--- src/rtl/pl_symbol_scrambler.sv ---
// Applies the randomizer's Rn as an Rn*90 degree I/Q rotation to data symbols; headers pass through.
// One registered output stage (1-cycle latency); s_ready = ~m_valid | m_ready, and a stall freezes FSM and randomizer.
module pl_symbol_scrambler #(
  parameter int W        = 8,
  parameter int HDR_LEN  = 64,
  parameter int DATA_LEN = 1024
) (
  input  logic         i_clk,
  input  logic         i_reset,
  input  logic         s_valid,
  output logic         s_ready,
  input  logic [W-1:0] s_i,
  input  logic [W-1:0] s_q,
  input  logic         s_sof,
  output logic         m_valid,
  input  logic         m_ready,
  output logic [W-1:0] m_i,
  output logic [W-1:0] m_q,
  output logic         m_sof,
  output logic         m_eof,
  output logic         o_rnd_reset,
  output logic         o_rnd_en,
  input  logic [1:0]   i_rnd,
  output logic         o_drop,
  output logic         o_sync_err
);

  localparam int MAX_LEN = (HDR_LEN > DATA_LEN) ? HDR_LEN : DATA_LEN;
  localparam int CW      = (MAX_LEN > 1) ? $clog2(MAX_LEN) : 1;

  localparam logic [CW-1:0] HDR_LAST  = CW'(HDR_LEN - 1);
  localparam logic [CW-1:0] DATA_LAST = CW'(DATA_LEN - 1);
  localparam logic [CW-1:0] CNT_ONE   = CW'(1);
  localparam logic [W-1:0]  MIN_V     = {1'b1, {(W-1){1'b0}}};
  localparam logic [W-1:0]  MAX_V     = {1'b0, {(W-1){1'b1}}};
  localparam logic [W-1:0]  ONE_V     = {{(W-1){1'b0}}, 1'b1};

  if (HDR_LEN < 1)  $error("HDR_LEN must be at least 1");
  if (DATA_LEN < 1) $error("DATA_LEN must be at least 1");

  typedef enum logic [1:0] {IDLE, HEADER, DATA} state_t;

  state_t         state_q;
  logic [CW-1:0]  cnt_q;
  logic           m_valid_q;
  logic [W-1:0]   m_i_q;
  logic [W-1:0]   m_q_q;
  logic           m_sof_q;
  logic           m_eof_q;
  logic           drop_q;
  logic           sync_err_q;

  logic           accept;
  logic [W-1:0]   rot_i_d;
  logic [W-1:0]   rot_q_d;

  // Two's-complement negation that clamps the most negative code instead of wrapping.
  function automatic logic [W-1:0] neg_sat(input logic [W-1:0] x);
    if (x == MIN_V) begin
      return MAX_V;
    end
    return (~x) + ONE_V;
  endfunction

  assign s_ready = ~m_valid_q | m_ready;
  assign accept  = s_valid & s_ready;

  // Reseed on every sof so the first data symbol always sees the seed-state Rn.
  assign o_rnd_reset = i_reset | (accept & s_sof);
  assign o_rnd_en    = accept & ~s_sof & (state_q == DATA);

  always_comb begin
    rot_i_d = s_i;
    rot_q_d = s_q;
    case (i_rnd)
      2'd1: begin
        rot_i_d = neg_sat(s_q);
        rot_q_d = s_i;
      end
      2'd2: begin
        rot_i_d = neg_sat(s_i);
        rot_q_d = neg_sat(s_q);
      end
      2'd3: begin
        rot_i_d = s_q;
        rot_q_d = neg_sat(s_i);
      end
      default: begin
        rot_i_d = s_i;
        rot_q_d = s_q;
      end
    endcase
  end

  always_ff @(posedge i_clk) begin
    if (i_reset) begin
      state_q    <= IDLE;
      cnt_q      <= '0;
      m_valid_q  <= 1'b0;
      m_i_q      <= '0;
      m_q_q      <= '0;
      m_sof_q    <= 1'b0;
      m_eof_q    <= 1'b0;
      drop_q     <= 1'b0;
      sync_err_q <= 1'b0;
    end else begin
      drop_q     <= 1'b0;
      sync_err_q <= 1'b0;
      if (s_ready) begin
        m_valid_q <= 1'b0;
        m_sof_q   <= 1'b0;
        m_eof_q   <= 1'b0;
        if (s_valid) begin
          if (s_sof) begin
            // A sof mid-frame abandons the old frame without an eof.
            sync_err_q <= (state_q != IDLE);
            m_valid_q  <= 1'b1;
            m_i_q      <= s_i;
            m_q_q      <= s_q;
            m_sof_q    <= 1'b1;
            if (HDR_LEN == 1) begin
              state_q <= DATA;
              cnt_q   <= '0;
            end else begin
              state_q <= HEADER;
              cnt_q   <= CNT_ONE;
            end
          end else begin
            case (state_q)
              IDLE: begin
                drop_q <= 1'b1;
              end
              HEADER: begin
                m_valid_q <= 1'b1;
                m_i_q     <= s_i;
                m_q_q     <= s_q;
                if (cnt_q == HDR_LAST) begin
                  state_q <= DATA;
                  cnt_q   <= '0;
                end else begin
                  cnt_q <= cnt_q + CNT_ONE;
                end
              end
              DATA: begin
                m_valid_q <= 1'b1;
                m_i_q     <= rot_i_d;
                m_q_q     <= rot_q_d;
                if (cnt_q == DATA_LAST) begin
                  m_eof_q <= 1'b1;
                  state_q <= IDLE;
                  cnt_q   <= '0;
                end else begin
                  cnt_q <= cnt_q + CNT_ONE;
                end
              end
              default: begin
                state_q <= IDLE;
                cnt_q   <= '0;
              end
            endcase
          end
        end
      end
    end
  end

  assign m_valid    = m_valid_q;
  assign m_i        = m_i_q;
  assign m_q        = m_q_q;
  assign m_sof      = m_sof_q;
  assign m_eof      = m_eof_q;
  assign o_drop     = drop_q;
  assign o_sync_err = sync_err_q;

endmodule

--- config.mk ---
export PLATFORM = sky130hd
export DESIGN_NAME = pl_symbol_scrambler
export DESIGN_NICKNAME = d
export VERILOG_FILES = /design/src/rtl/pl_symbol_scrambler.sv
export SDC_FILE = /design/constraint.sdc
export NUM_CORES = 1
export LEC_CHECK = 0
export CAP_MARGIN = 20
export CELL_PAD_IN_SITES_DETAIL_PLACEMENT = 0
export CELL_PAD_IN_SITES_GLOBAL_PLACEMENT = 1
export CORE_MARGIN = 2
export CORE_UTILIZATION = 42
export CTS_BUF_LIST = sky130_fd_sc_hd__clkbuf_8
export DETAILED_ROUTE_END_ITERATION = 10
export PLACE_DENSITY = 0.95
export SLEW_MARGIN = 40
export SYNTH_ARGS = -nofsm -noshare
export SYNTH_HDL_FRONTEND = slang
export SYNTH_SLANG_ARGS = --single-unit
export TNS_END_PERCENT = 10
--- constraint.sdc ---
create_clock -name i_clk -period 2.85 [get_ports i_clk]
set_input_delay 0.4275 -clock i_clk [delete_from_list [all_inputs] [get_ports i_clk]]
set_output_delay 0.4275 -clock i_clk [all_outputs]
set_load 0.01 [all_outputs]
; ---- Yosys cells after proc, flatten, opt, wreduce, memory -nomap -nowiden
; Index checks and enable logic that the tools add are counted.
[word_totals]
reg_bits = 33
latchBits = 0
ramBits = 0
mem_bits_ro = 0
in_bits = 23
out_inout_bits = 24
word_cells = 81
mem_count = 0
[op_classes]
n_addsub = 3
n_mul = 0
n_div = 0
n_lt_le_gt_ge = 0
n_eq_ne = 12
shifts = 0
n_mux = 36
bitwise = 12
n_reduce_logical = 9
[op_table]
columns = op, count
row1 = 2-to-1 mux 8 bit, 8
row2 = case mux 8 bit (3 select lines), 2
row3 = case mux 8 bit (2 select lines), 2
row4 = 2-to-1 mux 10 bit, 3
row5 = case mux 10 bit (3 select lines), 1
row6 = "adder 8 x 1 -> 8 bit, second input constant", 2
row7 = "== test 8 bit, second input constant", 2
row8 = 2-to-1 mux 1 bit, 16
row9 = NOT 8 bit, 2
row10 = "adder 10 x 1 -> 10 bit, second input constant", 1
row11 = "== test 10 bit, second input constant", 1
row12 = "== test 10 x 6 -> 1 bit, second input constant", 1
row13 = OR reduction 4 bit, 2
row14 = "== test 2 bit, second input constant", 3
row15 = 2-to-1 mux 2 bit, 3
row16 = case mux 2 bit (3 select lines), 1
row17 = AND reduction 3 bit, 2
row18 = AND reduction 5 bit, 1
row19 = bitwise AND 1 bit, 4
row20 = "== test 2 x 1 -> 1 bit, second input constant", 2
row21 = NOT 1 bit, 4
row22 = "inequality test 3 x 2 -> 1 bit, second input constant", 1
row23 = "inequality test 3 bit, second input constant", 1
row24 = nonzero test 3 bit, 1
row25 = 5 further kinds, 6

; ---- Logic depth before layout (Yosys ltp)
[depth]
word_depth = 7
ltp_mapped = 8
ltp_nobuf = 7

; ---- Worst setup path before layout
; No wires, ideal clock.
[synth_path]
path_type = input to register
from = input port s_q[1]
to = register m_i_q[4] (netlist: m_i[4])
setup_time_ns = 0.117
t_arrival_ns = 1.861
required_time_ns = 2.733
path_slack_ns = 0.871
stages = 7
path_buffers = 0
cell_sequence = inv_1 -> ha_1 -> or3b_1 -> nor3_1 -> a21oi_1 -> or3_1 -> a32o_1
[synth_between]
elab_chain_cells = 7
elab_cells_between_ends = 9
cone_classes = add/sub: 1 / eq/ne: 1 / mux: 6 / bitwise: 1
[synth_lines]
columns = element, line_no
row1 = from (decl), 13  ; input logic [W-1:0] s_q,
row2 = "parallel branches: the longest is 3 deep, another holds adder 8 x 1 -> 8 bit", n/a
row3 = 2-to-1 mux 8 bit (*), 62  ; return (~x) + ONE_V;
row4 = case mux 8 bit (3 select lines) (*), 75  ; case (i_rnd)
row5 = case mux 8 bit (2 select lines) (*), 129  ; case (state_q)
row6 = 2-to-1 mux 8 bit (*), 114  ; if (s_sof) begin
row7 = to (signal assigned), 118  ; m_i_q <= s_i;
row8 = to (signal assigned), 135  ; m_i_q <= s_i;
row9 = to (signal assigned), 146  ; m_i_q <= rot_i_d;
row10 = to (decl), 46  ; logic [W-1:0] m_i_q;
; Mark *: on every way between the ends. The select of a mux whose other input is x is not followed.
; A chain may end at the register's enable or synchronous reset.

; ---- Worst setup path after layout
[layout_path]
from = input port m_ready
to = output port o_rnd_en
[layout_between]
elab_chain_cells = 4
[layout_lines]
columns = element, line_no
row1 = from (decl), 16  ; input logic m_ready,
row2 = OR 1 bit, 65  ; assign s_ready = ~m_valid_q | m_ready;
row3 = bitwise AND 1 bit, 66  ; assign accept = s_valid & s_ready;
row4 = bitwise AND 1 bit (2 in a row), 70  ; assign o_rnd_en = accept & ~s_sof & (state_q == DATA);
row5 = to (decl), 22  ; output logic o_rnd_en,
; No other way between the ends.

==> results.ini <==
[global_route]
grt_start_max_net_pins = 27
overflow = 0
grt_pass1_vias = 2555
grt_pass1_wl_um = 12700
grt_usage_pct = 24.9
antenna_found_initial = 0

[synthesis]
synth.distinct_cells = 70
synth-seq-cells = 33
yosys.area.top_type_share_pct = 26.4
synth_area_per_cell_um2 = 7.51
synthArstFlopShare_pct = 0
synthTopCellsByArea = dfxtp_1, nand2_1, a21oi_1, o21ai_0, nor3_1
netlist_area_um2 = 2500
synth_common_cells = dfxtp_1, nand2_1, nor2_1, a21oi_1, o21ai_0
synth_nets = 362
synth_flop_cell = dfxtp_1
syn_inst = 333
synth_enable_flop_cells = 0
yosysTopAreaCell = dfxtp_1
ys_seq_area_share_pct = 26.4
ys_warn_count = 0

[timing]
finalCritPeriodShare_pct = 87.6
rsz0062_at_grt = false
clock.fmax_ghz = 0.400
setup_tns_ns = 0
hold_viol = 0
maxSlewViolCount = 0
fin_skew_ns = 0.00445
worst_pin_slew_ns = 0.469
setup_viol = 0
slew_headroom_pct = 68.6
layout_min_cycle_time_ns = 2.50

[cts]
htreeDepth = 2
clk_latency_ns = 0.29
cts_tree = done
clock_sinks = 33
hold_buffers = 0
clk_pin_slew_worst_paths_ns = 0.07
cts_root_buffer = clkbuf_8
cts_buffer_depth = 2
cts_resized = 0
cts_setup_buffers = 0
numCtsBuffers = 5

[die]
dieWidth_um = 81.2
fp-row-count = 28
pin_count = 47
start_util_pct = 42.8
dieHeight_um = 81.2
design.core.area_um2 = 5850
dieArea_um2 = 6590

[drt]
firstDrtPassIters = 5
drcViolationCount = 0
num_vias = 2767
drt-wirelength-per-cell_um = 17.1
vias_per_cell = 6.03
detail-route-antenna-nets = 0
drt_iter0_markers = 204
drt_wl_total_um = 7850

[power_and_ir_drop]
p_total_mw = 1.16
seqPwrFrac_pct = 42.9
p_leak_nw = 1.10
p_per_area_nw_per_um2 = 362
p_sw_mw = 0.363
combinationalPowerShare_pct = 26.3
p_sw_share_pct = 31.4
intPower_mw = 0.794
peakVddDrop_mv = 0.165
clockPowerShare_pct = 30.9

[final_layout]
nNetsFinal = 412
area_growth_pct = 27.6
n_antenna_cell = 0
final_util_pct = 54.6
drive_above_1_share_pct = 11.2
stdcell_area_um2 = 3190

[placed_design]
placed_cell_area_um2 = 3110
place_hpwl_um = 5930
numPortBuffers = 46
gp_congestion = 0.998

[setup_path]
cp_max_fo = 8
worstSetupStartpointType = input pin
ff2ff_setup_slack_ns = 0.83
reg2reg_to = cnt_q[7]
arrival_ns = 2.07
crit_type = in -> out
r2r_cells = 6
r2r-start = cnt_q[0]
cp_data_required_time_ns = 2.42
crit_path_end_kind = output pin

[run_status]
status = completed

[worst_hold_path]
min_from = m_sof
hold_depth = 2
hold_class = reg -> reg
hold-path-endpoint = m_sof

[job]
cap_violations = 0

## worst max-delay path, stage by stage
cell	delay, ns
clkdlybuf4s50_1	0.40
nor2b_1	0.20
clkinv_1	0.27
nand2_1	0.21
nor2_1	0.09
clkdlybuf4s50_1	0.48
## cell type report
| cell class | instances | area (um2) |
|---|---|---|
| fillers | 566 | 2660 |
| multi-input cells | 258 | 1670 |
| flip-flops and latches | 33 | 661 |
| repair buffers | 65 | 603 |
| well taps | 75 | 93.8 |
| inverters | 20 | 75.1 |
| clock buffers | 5 | 68.8 |
| clock inverters | 3 | 17.5 |
## registers in the layout, indices dropped and copies added, names as in the netlist
register and flops:
cnt_q 10, m_eof 1, m_i 8, m_q 8
m_sof 1, m_valid 1, o_drop 1, o_sync_err 1
state_q 2
## power groups by stage
stage,sequential [mW],clock [mW],combinational [mW]
floorplan,0.513,0,0.156
global placement,0.506,0,0.297
detailed placement,0.506,0,0.299
CTS,0.496,0.370,0.301
global route,0.498,0.380,0.331
finish,0.496,0.357,0.304
## how the worst max path moves through the flow
stage	to	startpoint	slack, ns
finish	o_rnd_en	m_ready	0.35
global route	o_rnd_reset	m_ready	0.29
CTS	o_rnd_en	m_ready	0.35
detailed placement	m_i[2]	s_q[0]	0.26
global placement	m_i[4]	s_q[1]	0.34
floorplan	m_i[4]	s_q[1]	0.87
## metal layers
metal | vias to the layer above | GRT usage, % | share of wire, %
met2 | 118 | 37.2 | 44
li1 | 1344 | - | -
met5 | - | 0 | 0
met1 | 1291 | 36.4 | 48
met4 | 0 | 8.64 | 1.2
met3 | 14 | 3.44 | 7.2
## stage by stage
stage,setup slack [ns],cells,hold WS [ns]
floorplan,0.871,333,0.449
global placement,0.338,451,0.444
detailed placement,0.258,451,0.451
CTS,0.346,459,0.464
global route,0.285,459,0.483
finish,0.352,459,0.463
## logic make-up (layout without fill, tap and decap cells)
logic type	after synthesis	count (layout)	synth area share, %
AND/OR/NAND/NOR	134	134	28.9
AO/OA/AOI/OAI	106	106	30.4
buffers and inverters	42	93	6.70
flip-flops	33	33	26.4
adder cells (fa/ha/maj)	6	6	3.00
XOR/XNOR	6	6	2.10
multiplexers	6	6	2.50
## cells in the final DEF (no fill, tap or decap), types with 14 or more instances in the layout
cell type,n
inv_1,17
buf_4,19
o21ai_0,20
nor2_1,22
nand2_1,33
clkdlybuf4s50_1,46
nor3_1,17
dfxtp_1,33
nand3_1,14
a21oi_1,20
(Power assumes the default switching activity.)
